$ cat config.mk
export PLATFORM = sky130hd
export DESIGN_NAME = ternary_serial_addsub
export DESIGN_NICKNAME = d
export VERILOG_FILES = /design/src/rtl/ternary_serial_addsub.sv
export SDC_FILE = /design/constraint.sdc
export NUM_CORES = 1
export LEC_CHECK = 0
export BUFFER_PORTS_ARGS = -buffer_cell sky130_fd_sc_hd__clkbuf_2
export CORE_MARGIN = 2
export CORE_UTILIZATION = 56
export CTS_BUF_LIST = sky130_fd_sc_hd__clkbuf_4 sky130_fd_sc_hd__clkbuf_8 sky130_fd_sc_hd__clkbuf_16
export DETAILED_ROUTE_END_ITERATION = 12
export GPL_TIMING_DRIVEN = 0
export PLACE_DENSITY = 0.88
export SLEW_MARGIN = 40
export SYNTH_ARGS = -nofsm -noshare
export SYNTH_HDL_FRONTEND = slang
export SYNTH_SLANG_ARGS = --single-unit
$ cat constraint.sdc
create_clock -name clk -period 4 [get_ports clk]
set_clock_uncertainty 0.1 [all_clocks]
set_input_delay 0.8 -clock clk [delete_from_list [all_inputs] [get_ports clk]]
set_output_delay 0.8 -clock clk [all_outputs]
set_load 0.005 [all_outputs]
$ cat src/rtl/ternary_serial_addsub.sv
// Bit-serial ternary adder/subtractor: one base-3 digit per clock, LSB first.
// Subtraction adds the digit-wise diminished complement of b with an initial carry of 1.
module ternary_serial_addsub #(
  parameter int N = 4
) (
  input  logic           clk,
  input  logic           rst_n,
  input  logic           start,
  input  logic           sub,
  input  logic [2*N-1:0] a,
  input  logic [2*N-1:0] b,
  output logic           busy,
  output logic           done,
  output logic [2*N-1:0] result,
  output logic           cout,
  output logic           err
);
  localparam int CW = $clog2(N + 1);

  typedef enum logic [1:0] {IDLE, RUN, DONE} state_t;

  state_t           r_state, w_next;
  logic [2*N-1:0]   r_a, r_b, r_res;
  logic [2*N-1:0]   w_a_clean, w_b_eff, w_ins;
  logic [CW-1:0]    r_cnt;
  logic             r_carry, r_err;
  logic             w_any_bad, w_last, w_cy;
  logic [2:0]       w_sum;
  logic [1:0]       w_digit;

  // Code 11 reads as digit 0; subtraction complements after that cleanup.
  always_comb begin
    w_any_bad = 1'b0;
    w_a_clean = '0;
    w_b_eff   = '0;
    for (int i = 0; i < N; i++) begin
      w_a_clean[2*i +: 2] = (a[2*i +: 2] == 2'b11) ? 2'b00 : a[2*i +: 2];
      w_b_eff[2*i +: 2]   = (b[2*i +: 2] == 2'b11) ? 2'b00 : b[2*i +: 2];
      if (sub)
        w_b_eff[2*i +: 2] = 2'b10 - w_b_eff[2*i +: 2];
      w_any_bad = w_any_bad | (a[2*i +: 2] == 2'b11) | (b[2*i +: 2] == 2'b11);
    end
  end

  assign w_sum   = {1'b0, r_a[1:0]} + {1'b0, r_b[1:0]} + {2'b00, r_carry};
  assign w_cy    = (w_sum >= 3'd3);
  assign w_digit = w_cy ? 2'(w_sum - 3'd3) : w_sum[1:0];
  assign w_ins   = (2*N)'(w_digit) << (2*N - 2);
  assign w_last  = (r_cnt == CW'(N - 1));

  always_ff @(posedge clk or negedge rst_n) begin
    if (!rst_n) r_state <= IDLE;
    else        r_state <= w_next;
  end

  always_comb begin
    w_next = r_state;
    case (r_state)
      IDLE:    if (start)  w_next = RUN;
      RUN:     if (w_last) w_next = DONE;
      DONE:    w_next = IDLE;
      default: w_next = IDLE;
    endcase
  end

  always_ff @(posedge clk or negedge rst_n) begin
    if (!rst_n) begin
      r_a     <= '0;
      r_b     <= '0;
      r_res   <= '0;
      r_cnt   <= '0;
      r_carry <= 1'b0;
      r_err   <= 1'b0;
    end else if (r_state == IDLE && start) begin
      r_a     <= w_a_clean;
      r_b     <= w_b_eff;
      r_carry <= sub;
      r_err   <= w_any_bad;
      r_cnt   <= '0;
    end else if (r_state == RUN) begin
      r_a     <= r_a >> 2;
      r_b     <= r_b >> 2;
      r_res   <= (r_res >> 2) | w_ins;
      r_carry <= w_cy;
      r_cnt   <= r_cnt + CW'(1);
    end
  end

  assign busy   = (r_state == RUN);
  assign done   = (r_state == DONE);
  assign result = r_res;
  assign cout   = r_carry;
  assign err    = r_err;
endmodule
Word-level counts from Yosys, hierarchy flattened:

Index checks and enable logic that the tools add are counted.

* $add $sub $neg: 8
* order comparisons: 1
* equality and inequality tests: 13
* muxes and demuxes: 24
* bitwise logic cells: 9
* reductions and logical operators: 5

Operators with widths (count)
* two-way mux 8 bit: 4
* two-way mux 2 bit: 15
* == test 2 bit (second input constant): 9
* OR 6 x 8 -> 8 bit: 1
* subtractor 2 bit (first input constant): 4
* OR 1 bit: 7
* two-way mux 3 bit: 2
* case mux 2 bit (2 select lines): 1
* AND reduction 2 bit: 2
* adder 2 x 2 -> 3 bit: 1
* adder 3 x 1 -> 3 bit: 1
* adder 3 x 1 -> 3 bit (second input constant): 1
* == test 3 x 2 -> 1 bit (second input constant): 1
* greater-or-equal comparator 3 x 2 -> 1 bit (second input constant): 1
* == test 2 x 1 -> 1 bit (second input constant): 1
* zero test 2 bit: 1
* two-way mux 1 bit: 2
* != test 2 x 1 -> 1 bit (second input constant): 1
* != test 2 bit (second input constant): 1
* nonzero test 2 bit: 1
* subtractor 2 bit (second input constant): 1
* logical AND 1 bit: 1
* NOT 1 bit: 1

* register bits after elaboration: 31
* bits of input ports: 20
* output and inout port bits: 12
* logic and storage cells: 67

Logic depth before layout (Yosys ltp):

Gate-level depths: netlist of run 1.

* depth in word-level cells: 8
* mapped depth: 6
* mapped depth without buffers: 6

Least setup slack after synthesis of run 1:

Ideal clock, no wire load.

* kind: flip-flop to flip-flop
* from: register r_carry, in the netlist cout
* to: register r_res[6], in the netlist result[6]
* library setup time: 0.082 ns
* data arrival time: 1.971 ns
* data required time: 3.818 ns
* slack: 1.847 ns
* stages on the path, launching flop included: 7
* path buffers: 0
* clock period less this slack: 2.153 ns
* path through: dfrtp_1 -> fa_1 -> fa_1 -> ha_1 -> nor3_1 -> nand2_1 -> a31oi_1

* word-level cells in the longest chain between the ends: 4
* elaborated cells between the ends (all ways): 5
* those cells by class: add/sub: 2; order compare: 1; mux: 1; bitwise: 1

RTL lines
* start, declared: line 26 `logic r_carry, r_err;`
* start signal, assigned: line 77 `r_carry <= sub;`
* start signal, assigned: line 84 `r_carry <= w_cy;`
* adder 3 x 1 -> 3 bit *: line 45 `assign w_sum = {1'b0, r_a[1:0]} + {1'b0, r_b[1:0]} + {2'b00, r_carry};`
* greater-or-equal comparator 3 x 2 -> 1 bit or subtractor 2 bit (tied branches): line 46, 47
* two-way mux 2 bit *: line 47 `assign w_digit = w_cy ? 2'(w_sum - 3'd3) : w_sum[1:0];`
* OR 6 x 8 -> 8 bit *: line 83 `r_res <= (r_res >> 2) | w_ins;`
* end signal, assigned: line 83
* end, declared: line 23 `logic [2*N-1:0] r_a, r_b, r_res;`

Every way passes the cells marked *; elsewhere a longest branch is shown, timed or not.
A chain may end at the register's enable or synchronous reset.

Worst setup path after layout of run 1:

* from: register r_state[1]
* to: output port busy

* word-level cells in the longest chain between the ends: 1

RTL lines
* start, declared: line 22 `state_t r_state, w_next;`
* start signal, assigned: line 53 `else r_state <= w_next;`
* == test 2 x 1 -> 1 bit: line 89 `assign busy = (r_state == RUN);`
* end, declared: line 12 `output logic busy,`

No other way between the ends.

==> results of run 1 <==
[where the power goes]
| group | switching [W] | leakage (nW) | total (W) | internal (W) |
|---|---|---|---|---|
| logic | 0.000329 | 0.582 | 0.000587 | 0.000259 |
| clock network | 0.0000969 | 0.0276 | 0.000166 | 0.0000693 |
| registers | 0.0000857 | 0.398 | 0.000524 | 0.000438 |
| total | 0.000511 | 1.01 | 0.00128 | 0.000767 |
[state kept, by name (all words and copies together) (netlist names)]
| register | cells |
|---|---|
| r_b | 8 |
| result | 8 |
| r_a | 8 |
| r_cnt | 3 |
| r_state | 2 |
| cout | 1 |
| err | 1 |
[per-stage QoR]
stage	std cells	worst slack (ns)	power, W	util [%]
floorplan	158	1.85	0.000933	-
global placement	219	1.78	0.00108	66.7
detailed placement	219	1.70	0.00113	66.7
CTS	225	1.52	0.00129	68.3
global route	225	1.44	0.00140	68.3
finish	225	1.55	0.00128	68.3
[cells in the mapped netlist (3+ instances only)]
| cell | instances | area share (%) |
|---|---|---|
| nand2_1 | 33 | 7.4 |
| nor3_1 | 4 | 1.2 |
| dfrtp_1 | 31 | 47 |
| o21ai_0 | 3 | 0.90 |
| nor2_1 | 6 | 1.4 |
| nand3_1 | 6 | 1.8 |
| nor3b_1 | 3 | 1.4 |
| inv_1 | 9 | 2.0 |
| nor3b_2 | 4 | 3.0 |
| a221o_1 | 9 | 5.4 |
| mux2i_1 | 4 | 2.4 |
| ha_1 | 15 | 11 |
| a22oi_1 | 3 | 1.4 |
[tightest hold or removal path, delay by kind of cell, from the launching register on]
kind | cells | cell delay, ns
flops | 1 | 0.35
simple gates | 2 | 0.10
[kinds of logic (layout without fill, tap and decap cells)]
| kind of cell | after synthesis | after routing | synth area share (%) |
|---|---|---|---|
| compound gates | 24 | 24 | 11.6 |
| mux | 4 | 4 | 2.40 |
| buf+inv | 18 | 54 | 5.93 |
| flops | 31 | 31 | 46.6 |
| simple gates | 64 | 64 | 19.8 |
| fa+ha+maj | 17 | 17 | 13.7 |
[how the worst max path moves through the flow]
stage,start,end,slack (ns)
floorplan,cout$_DFFE_PN0P_,result[6]$_DFFE_PN0P_,1.85
global placement,cout$_DFFE_PN0P_,result[6]$_DFFE_PN0P_,1.78
detailed placement,cout$_DFFE_PN0P_,result[6]$_DFFE_PN0P_,1.70
CTS,r_state[1]$_DFFE_PN0P_,busy,1.52
global route,r_state[1]$_DFFE_PN0P_,busy,1.44
finish,r_state[1]$_DFFE_PN0P_,busy,1.55
[layer usage]
layer  up-vias  global-route usage, %  wire length, µm
met5         -                      0                0
met4         0                   6.31               22
met3         4                   4.62              130
met2        33                   38.8             1710
met1       614                   28.5             1410
li1        621                      -                -
[layout make-up]
class / instances / area, µm² / area share, %
Sequential cell: 31 / 776 / 40.8
Tap cell: 31 / 38.8 / 2.04
Timing Repair Buffer: 30 / 150 / 7.91
Buffer: 8 / 61.3 / 3.23
Multi-Input combinational cell: 109 / 791 / 41.6
Inverter: 10 / 37.5 / 1.98
Clock buffer: 6 / 45.0 / 2.37
==> flow_metrics.env, run 1 <==
export IMPL_fill_cells=221
export IMPL_final_setup_viol_count=0
export IMPL_floorplan_rows=19
export IMPL_cts_tree="built"
export IMPL_dr_first_iter_drc_count=40
export IMPL_critical_path_class="reg2out"
export IMPL_chipWidth_um=58.5
export IMPL_syn_to_final_growth_pct=14.0
export IMPL_cts_resized=0
export IMPL_whs_endpoint="r_b[4]$_DFFE_PN0P_"
export IMPL_crit_buf_inv=4
export IMPL_die_height_um=58.5
export IMPL_io_buffer_count=30
export IMPL_setup_reg_to_reg_worst_slack_ns=1.67
export IMPL_hold_path_startpoint="r_b[4]$_DFFE_PN0P_"
export IMPL_clock_sinks=31
export IMPL_peak_ir_drop_on_the_vdd_network_v=0.000570
export IMPL_worstSetupEndpointType="primary output"
export IMPL_drt_drc_violations_left=0
export IMPL_dr_pass1_iters=4
export IMPL_hold_ws_ns=0.380
export IMPL_worst_ep_arrival_time_ns=1.55
export IMPL_post_cts_hold_buffer_count=0
export IMPL_groute_usage_overall_pct=22.5
export IMPL_cp_start_kind="flop"
export IMPL_crit_reg_reg_endpoint="result[6]$_DFFE_PN0P_"
export IMPL_async_flop_share_pct=100
export IMPL_ys_warn_count=0
export IMPL_critical_path_reg2reg_startpoint="cout$_DFFE_PN0P_"
export IMPL_critical_path_cell_count=5
export IMPL_gpl_congestion=0.790
export IMPL_ys_dominant_reg_cell="dfrtp_1"
export IMPL_htree_levels=2
export IMPL_timing_max_transition_violations_final=0
export IMPL_stdcell_area_um2=1900
export IMPL_crit_fanout=10
export IMPL_sequence_of_cells_on_the_critical_path="nand2b_1 > buf_4 > inv_2 > buf_2 > clkbuf_2"
export IMPL_insertedDiodeCount=0
export IMPL_whs_path_depth=2
export IMPL_slew_headroom_pct=55.0
export IMPL_synth_edff_count=0
export IMPL_finalHoldViolCount=0
export IMPL_run_status="finished, final reports clean"
export IMPL_grt_residual_overflow=0
export IMPL_layout_drive_gt1_share_pct=24.2
export IMPL_max_cap_violations=0
export IMPL_insertion_delay_to_the_later_sink_of_the_worst_skew_pair_ns=0.31
export IMPL_timing_reg2reg_worst_path_depth=6
export IMPL_routed_via_count=1272
export IMPL_layout_commonest_cell="nand2_1"
export IMPL_fmaxAchievable_mhz=408
export IMPL_worst_path_clk_slew_ns=0.09
export IMPL_io_pin_count=32
export IMPL_synth_avg_cell_area_um2=10.5
export IMPL_drt_antenna_violating_nets=0
export IMPL_design_final_nets=232
export IMPL_grt_setup_unrepaired="false"
export IMPL_synthesis_area_um2=1670
export IMPL_hold_path_class="reg2reg"
export IMPL_slew_of_the_pin_with_the_lowest_slew_margin_ns=0.672
export IMPL_initial_utilization_pct=59.9
export IMPL_fp_coreArea_um2=2780
export IMPL_ctsRootBufferMaster="clkbuf_4"
export IMPL_synth_cell_types=35
export IMPL_cts_inserted_buffers=5
export IMPL_grt_antenna_before_repair=0
export IMPL_pwr_density_cell_nw_per_um2=673
export IMPL_placed_area_um2=1850
export IMPL_dieArea_um2=3430
export IMPL_cellLeakagePower_nw=1.01
export IMPL_setup_total_negative_slack_ns=0
export IMPL_cts_path_max_buffers=2
export IMPL_critPathTopFamily="buffers and inverters"
export IMPL_synth_sequential_area_ratio_pct=46.6
export IMPL_grt_pass1_wl_mm=5.84
export IMPL_required_ns=3.10
export IMPL_first_global_vias=1303
export IMPL_wire_per_inst_um=14.6
export IMPL_post_cts_buffers=0
export IMPL_slowest_cell_on_the_critical_path="dfrtp_1"
export IMPL_viasPerCell=5.65
export IMPL_netlist_instances=158
export IMPL_finalCriticalPeriod_ns=2.45
export IMPL_most_common_layout_cells="nand2_1 (33), dfrtp_1 (31), clkbuf_2 (29)"
export IMPL_synth_seq_cells=31
export IMPL_critical_path_max_stage_delay_ns=0.43
export IMPL_synth_net_count=195
export IMPL_dp_final_hpwl_mm=2.53
export IMPL_grt_start_max_net_pins=32
export IMPL_routed_wl_mm=3.27
export IMPL_final_period_utilization_pct=61.3
Note: power is estimated with default switching activity, not from simulation.
==> run 2, diff against run 1 <==
--- a/config.mk
+++ b/config.mk
@@ -5,13 +5,14 @@
 export SDC_FILE = /design/constraint.sdc
 export NUM_CORES = 1
 export LEC_CHECK = 0
+export ABC_AREA = 1
 export BUFFER_PORTS_ARGS = -buffer_cell sky130_fd_sc_hd__clkbuf_2
 export CORE_MARGIN = 2
-export CORE_UTILIZATION = 56
+export CORE_UTILIZATION = 55
 export CTS_BUF_LIST = sky130_fd_sc_hd__clkbuf_4 sky130_fd_sc_hd__clkbuf_8 sky130_fd_sc_hd__clkbuf_16
 export DETAILED_ROUTE_END_ITERATION = 12
 export GPL_TIMING_DRIVEN = 0
-export PLACE_DENSITY = 0.88
+export PLACE_DENSITY = 0.86
 export SLEW_MARGIN = 40
 export SYNTH_ARGS = -nofsm -noshare
 export SYNTH_HDL_FRONTEND = slang
==> constraint.sdc (replaced) <==
create_clock -name clk -period 2.55 [get_ports clk]
set_clock_uncertainty 0.1 [all_clocks]
set_input_delay 0.51 -clock clk [delete_from_list [all_inputs] [get_ports clk]]
set_output_delay 0.51 -clock clk [all_outputs]
set_load 0.005 [all_outputs]
==> flow_metrics.env, run 2 <==
export IMPL_synth_cells_most_frequent="nand2_1 (86), dfrtp_1 (31), inv_1 (22)"
export IMPL_syn_to_final_growth_pct=15.3
export IMPL_required_ns=2.68
export IMPL_final_critical_path_setup_slack_ns=0.378
export IMPL_initial_utilization_pct=56.9
export IMPL_first_global_vias=1408
export IMPL_routed_wl_mm=3.25
export IMPL_cts_tree="built"
export IMPL_grt_antenna_before_repair=0
export IMPL_layout_drive_gt1_share_pct=21.0
export IMPL_worst_path_clk_slew_ns=0.10
export IMPL_most_common_layout_cells="nand2_1 (86), dfrtp_1 (31), clkbuf_2 (30)"
export IMPL_post_cts_hold_buffer_count=0
export IMPL_worst_ep_arrival_time_ns=2.30
export IMPL_dr_first_iter_drc_count=66
export IMPL_wire_per_inst_um=11.0
export IMPL_peak_ir_drop_on_the_vdd_network_v=0.000613
export IMPL_critical_path_class="reg2reg"
export IMPL_synth_cell_types=19
export IMPL_insertedDiodeCount=0
export IMPL_chipWidth_um=60.0
export IMPL_crit_fanout=4
export IMPL_wl_met2_mm=1.56
export IMPL_synth_edff_count=0
export IMPL_insertion_delay_to_the_later_sink_of_the_worst_skew_pair_ns=0.34
export IMPL_fp_coreArea_um2=3030
export IMPL_viasPerCell=4.89
export IMPL_clock_sinks=31
export IMPL_groute_usage_overall_pct=22.6
export IMPL_ys_dominant_reg_cell="dfrtp_1"
export IMPL_synth_avg_cell_area_um2=8.09
export IMPL_synth_largest_area_cell="dfrtp_1"
export IMPL_finalHoldViolCount=0
export IMPL_ys_warn_count=0
export IMPL_setup_reg_to_reg_worst_slack_ns=0.38
export IMPL_synth_net_count=250
export IMPL_io_pin_count=32
export IMPL_finalCriticalPeriod_ns=2.17
export IMPL_final_core_occ_pct=65.6
export IMPL_post_cts_buffers=0
export IMPL_dieArea_um2=3600
export IMPL_slew_of_the_pin_with_the_lowest_slew_margin_ns=0.668
export IMPL_synth_top_cell_area_share_pct=45.0
export IMPL_grt_pass1_wl_mm=5.87
export IMPL_cts_resized=0
export IMPL_design_final_nets=288
export IMPL_drt_drc_violations_left=0
export IMPL_pre_cts_slack_ns=0.361
export IMPL_die_height_um=60.0
export IMPL_hold_path_class="in2async"
export IMPL_synth_area_leaders="dfrtp_1 (45%), nand2_1 (19%), ha_1 (11%)"
export IMPL_dp_final_hpwl_mm=2.43
export IMPL_async_flop_share_pct=100
export IMPL_final_setup_viol_count=0
export IMPL_ctsRootBufferMaster="clkbuf_4"
export IMPL_final_period_utilization_pct=85.2
export IMPL_gpl_congestion=0.804
export IMPL_slew_headroom_pct=55.5
export IMPL_synthesis_area_um2=1720
export IMPL_fmaxAchievable_mhz=460
export IMPL_run_status="finished, final reports clean"
export IMPL_netlist_instances=213
export IMPL_htree_levels=2
export IMPL_total_power_w=0.00202
export IMPL_topRoutingLayerUsed="met4"
export IMPL_max_cap_violations=0
export IMPL_worstSetupEndpointType="flop"
export IMPL_synth_sequential_area_ratio_pct=45.0
export IMPL_route_met3_wl_um=155
export IMPL_yosys_cell_count_top_type="nand2_1"
export IMPL_dr_pass1_iters=4
export IMPL_hold_ws_ns=0.0918
export IMPL_grt_residual_overflow=0
export IMPL_setup_total_negative_slack_ns=0
export IMPL_io_buffer_count=31
export IMPL_floorplan_rows=20
export IMPL_pwr_density_cell_nw_per_um2=1020
export IMPL_wirelength_met1_mm=1.46
export IMPL_grt_setup_unrepaired="false"
export IMPL_cts_path_max_buffers=2
export IMPL_drt_antenna_violating_nets=0
export IMPL_cts_inserted_buffers=5
export IMPL_routed_via_count=1448
export IMPL_cellLeakagePower_nw=1.15
export IMPL_layout_commonest_cell="nand2_1"
export IMPL_cp_start_kind="flop"
export IMPL_synth_seq_cells=31
export IMPL_grt_start_max_net_pins=32
export IMPL_timing_max_transition_violations_final=0
==> run 2: cell types whose count changed after synthesis, sizes merged, moves of 3 or more <==
| cell | change |
|---|---|
| nor3 | -4 |
| a21oi | +3 |
| o21ai | +8 |
| a22oi | -3 |
| mux2i | -4 |
| nor3b | -7 |
| inv | +14 |
| nand2 | +54 |
| nand3 | +9 |
| a221o | -9 |
| nor2 | +9 |
==> run 2: logic make-up after synthesis <==
family                     count (synthesis)  synth area share (%)
and+or+nand+nor                          120                  28.8
AOI/OAI and AO/OA                         15                  4.57
buffers and inverters                     30                  8.35
DFF                                       31                  45.0
adders and majority gates                 17                  13.2
==> run 2: path summary, 6_finish.rpt <==
| path | from | endpoint | cells after the start |
|---|---|---|---|
| setup / recovery | cout$_DFFE_PN0P_ | result[6]$_DFFE_PN0P_ | 7 |
| hold reg to reg | result[1]$_DFFE_PN0P_ | result[1]$_DFFE_PN0P_ | 2 |
| max in group asynchronous | rst_n | r_a[0]$_DFFE_PN0P_ | 1 |
| setup reg to reg | cout$_DFFE_PN0P_ | result[6]$_DFFE_PN0P_ | 7 |
| min in group clk | a[6] | r_a[6]$_DFFE_PN0P_ | 3 |
| hold / removal | rst_n | r_cnt[0]$_DFFE_PN0P_ | 1 |
==> run 2: stage by stage <==
step           std cells  area (µm²)
2_1_floorplan        213        1720
3_3_place_gp         288        1930
3_5_place_dp         288        1930
4_1_cts              296        1990
5_1_grt              296        1990
6_report             296        1990
==> run 2: power breakdown <==
part | total (W) | internal (W) | switching, W
clock | 0.000272 | 0.000102 | 0.000170
combinational | 0.000942 | 0.000392 | 0.000550
sequential | 0.000803 | 0.000680 | 0.000124
total | 0.00202 | 0.00117 | 0.000843
==> run 2: worst max-delay path, stage by stage, from the launching register on <==
cell     delay, ns
dfrtp_1       0.42
fa_1          0.44
fa_1          0.48
ha_1          0.20
nor2_1        0.19
nand2_1       0.10
nand2_1       0.06
o21ai_0       0.07
==> run 2: layer usage <==
metal | GRT usage [%] | up-vias
met5 | 0 | -
li1 | - | 733
met1 | 29.3 | 678
met3 | 6.71 | 7
met2 | 34.8 | 30
met4 | 10.2 | 0
==> run 2: layout make-up <==
cell class / instances / area, µm²
clock buffers: 5 / 37.5
flip-flops and latches: 31 / 776
well taps: 44 / 55.1
repair buffers: 31 / 155
multi-input cells: 152 / 803
plain buffers: 6 / 53.8
clock inverters: 3 / 15.0
inverters: 24 / 90.1
fillers: 260 / 1040
==> run 3, diff against run 2 <==
--- a/config.mk
+++ b/config.mk
@@ -7,7 +7,6 @@
 export LEC_CHECK = 0
 export ABC_AREA = 1
 export BUFFER_PORTS_ARGS = -buffer_cell sky130_fd_sc_hd__clkbuf_2
-export CORE_MARGIN = 2
 export CORE_UTILIZATION = 55
 export CTS_BUF_LIST = sky130_fd_sc_hd__clkbuf_4 sky130_fd_sc_hd__clkbuf_8 sky130_fd_sc_hd__clkbuf_16
 export DETAILED_ROUTE_END_ITERATION = 12
==> flow_metrics.env, run 3 (synthesis results as in run 2) <==
export IMPL_hold_ws_ns=0.109
export IMPL_dr_pass1_iters=8
export IMPL_drt_antenna_violating_nets=0
export IMPL_timing_max_transition_violations_final=0
export IMPL_dr_first_iter_drc_count=41
export IMPL_gpl_congestion=0.768
export IMPL_peak_ir_drop_on_the_vdd_network_v=0.000666
export IMPL_required_ns=2.67
export IMPL_cellLeakagePower_nw=1.15
export IMPL_groute_usage_overall_pct=22.6
export IMPL_insertedDiodeCount=0
export IMPL_worst_ep_arrival_time_ns=2.37
export IMPL_gr_usage_met3_pct=8.26
export IMPL_ctsRootBufferMaster="clkbuf_4"
export IMPL_crit_fanout=4
export IMPL_cts_resized=0
export IMPL_io_buffer_count=31
export IMPL_cts_inserted_buffers=5
export IMPL_final_core_occ_pct=69.7
export IMPL_groute_layer_met1_usage_pct=30.4
export IMPL_crit_buf_inv=0
export IMPL_globalRoute_busiestLayer="met2"
export IMPL_post_cts_buffers=0
export IMPL_post_cts_hold_buffer_count=0
export IMPL_critPathTopFamily="adder cells"
export IMPL_htree_levels=2
export IMPL_layout_commonest_cell="nand2_1"
export IMPL_chipWidth_um=58.0
export IMPL_groute_layer_met2_usage_pct=34.5
export IMPL_drt_drc_violations_left=1
export IMPL_failed_checks="design-rule violations"
export IMPL_critical_path_max_stage_delay_ns=0.49
export IMPL_syn_to_final_growth_pct=15.5
export IMPL_most_common_layout_cells="nand2_1 (86), dfrtp_1 (31), clkbuf_2 (30)"
export IMPL_io_pin_count=32
export IMPL_grt_setup_unrepaired="false"
export IMPL_slew_headroom_pct=54.3
export IMPL_insertion_delay_to_the_later_sink_of_the_worst_skew_pair_ns=0.33
export IMPL_die_height_um=58.0
export IMPL_final_critical_path_setup_slack_ns=0.299
export IMPL_floorplan_rows=19
export IMPL_hold_path_class="in2async"
export IMPL_total_power_w=0.00209
export IMPL_first_global_vias=1291
export IMPL_fmaxAchievable_mhz=444
export IMPL_viasPerCell=5.00
export IMPL_design_final_nets=288
export IMPL_grt_start_max_net_pins=32
export IMPL_initial_utilization_pct=60.4
export IMPL_pre_cts_slack_ns=0.300
export IMPL_wire_per_inst_um=11.4
export IMPL_setup_total_negative_slack_ns=0
export IMPL_routed_wl_mm=3.24
export IMPL_max_cap_violations=0
export IMPL_finalHoldViolCount=0
export IMPL_sequence_of_cells_on_the_critical_path="fa_1 > fa_1 > ha_1 > nor2_1 > nand2_1 > nand2_1 > o21ai_0"
export IMPL_fill_cells=257
export IMPL_fp_coreArea_um2=2850
export IMPL_final_setup_viol_count=0
export IMPL_slew_of_the_pin_with_the_lowest_slew_margin_ns=0.686
export IMPL_cp_start_kind="flop"
export IMPL_cts_tree="built"
export IMPL_routed_via_count=1416
export IMPL_worst_path_clk_slew_ns=0.10
export IMPL_layout_drive_gt1_share_pct=21.0
export IMPL_grt_pass1_wl_mm=5.59
export IMPL_dieArea_um2=3360
export IMPL_run_status="complete, but fails checks"
export IMPL_grt_residual_overflow=0
export IMPL_worstSetupEndpointType="flop"
export IMPL_critical_path_class="reg2reg"
export IMPL_finalCriticalPeriod_ns=2.25
export IMPL_clock_sinks=31
export IMPL_dp_final_hpwl_mm=2.42
export IMPL_grt_antenna_before_repair=0
export IMPL_pwr_density_cell_nw_per_um2=1050
export IMPL_final_period_utilization_pct=88.3
export IMPL_cts_path_max_buffers=2
export IMPL_slowest_cell_on_the_critical_path="fa_1"
-- run 3: cell count changes in the layout (fill, tap and decap cells not counted), sizes merged --
cell    before  now
clkbuf      35   38
clkinv       3    0
-- run 3: worst register-to-register path, cell delays in order, from the launching register on --
cell     delay (ns)
dfrtp_1        0.42
fa_1           0.45
fa_1           0.49
ha_1           0.21
nor2_1         0.22
nand2_1        0.11
nand2_1        0.07
o21ai_0        0.07
-- run 3: final cells by class --
class	count	area (µm²)	share of cell area, %
flip-flops and latches	31	776	39.0
inverters	24	90.1	4.53
well taps	31	38.8	1.95
clock buffers	8	72.6	3.65
plain buffers	6	53.8	2.70
repair buffers	31	155	7.80
multi-input cells	152	803	40.4
-- run 3: final timing paths --
| path | slack, ns | start | cells past startpoint | end |
|---|---|---|---|---|
| min in group clk | 0.34 | a[6] | 3 | r_a[6]$_DFFE_PN0P_ |
| max in group asynchronous | 1.80 | rst_n | 1 | err$_DFFE_PN0P_ |
| hold reg to reg | 0.39 | r_a[5]$_DFFE_PN0P_ | 2 | r_a[3]$_DFFE_PN0P_ |
| setup / recovery | 0.30 | cout$_DFFE_PN0P_ | 7 | result[6]$_DFFE_PN0P_ |
| setup reg to reg | 0.30 | cout$_DFFE_PN0P_ | 7 | result[6]$_DFFE_PN0P_ |
| hold / removal | 0.11 | rst_n | 1 | result[5]$_DFFE_PN0P_ |
-- run 3: metal layers --
metal / routed length, µm / vias up / share of wire [%]
met3: 146 / 4 / 4.5
met5: 0 / - / 0
met4: 22 / 0 / 0.68
li1: - / 732 / -
met1: 1530 / 649 / 47
met2: 1530 / 31 / 47
-- run 3: through the flow --
stage	instances	cell area, µm²
CTS	283	1990
global route	283	1990
finish	283	1990
global placement	275	1920
floorplan	213	1720
detailed placement	275	1920
-- run 3: report_power, final --
part	internal (W)	switching (W)	total, W
Sequential	0.000679	0.000120	0.000799
Combinational	0.000393	0.000558	0.000951
Clock	0.000173	0.000166	0.000339
Total	0.00124	0.000844	0.00209
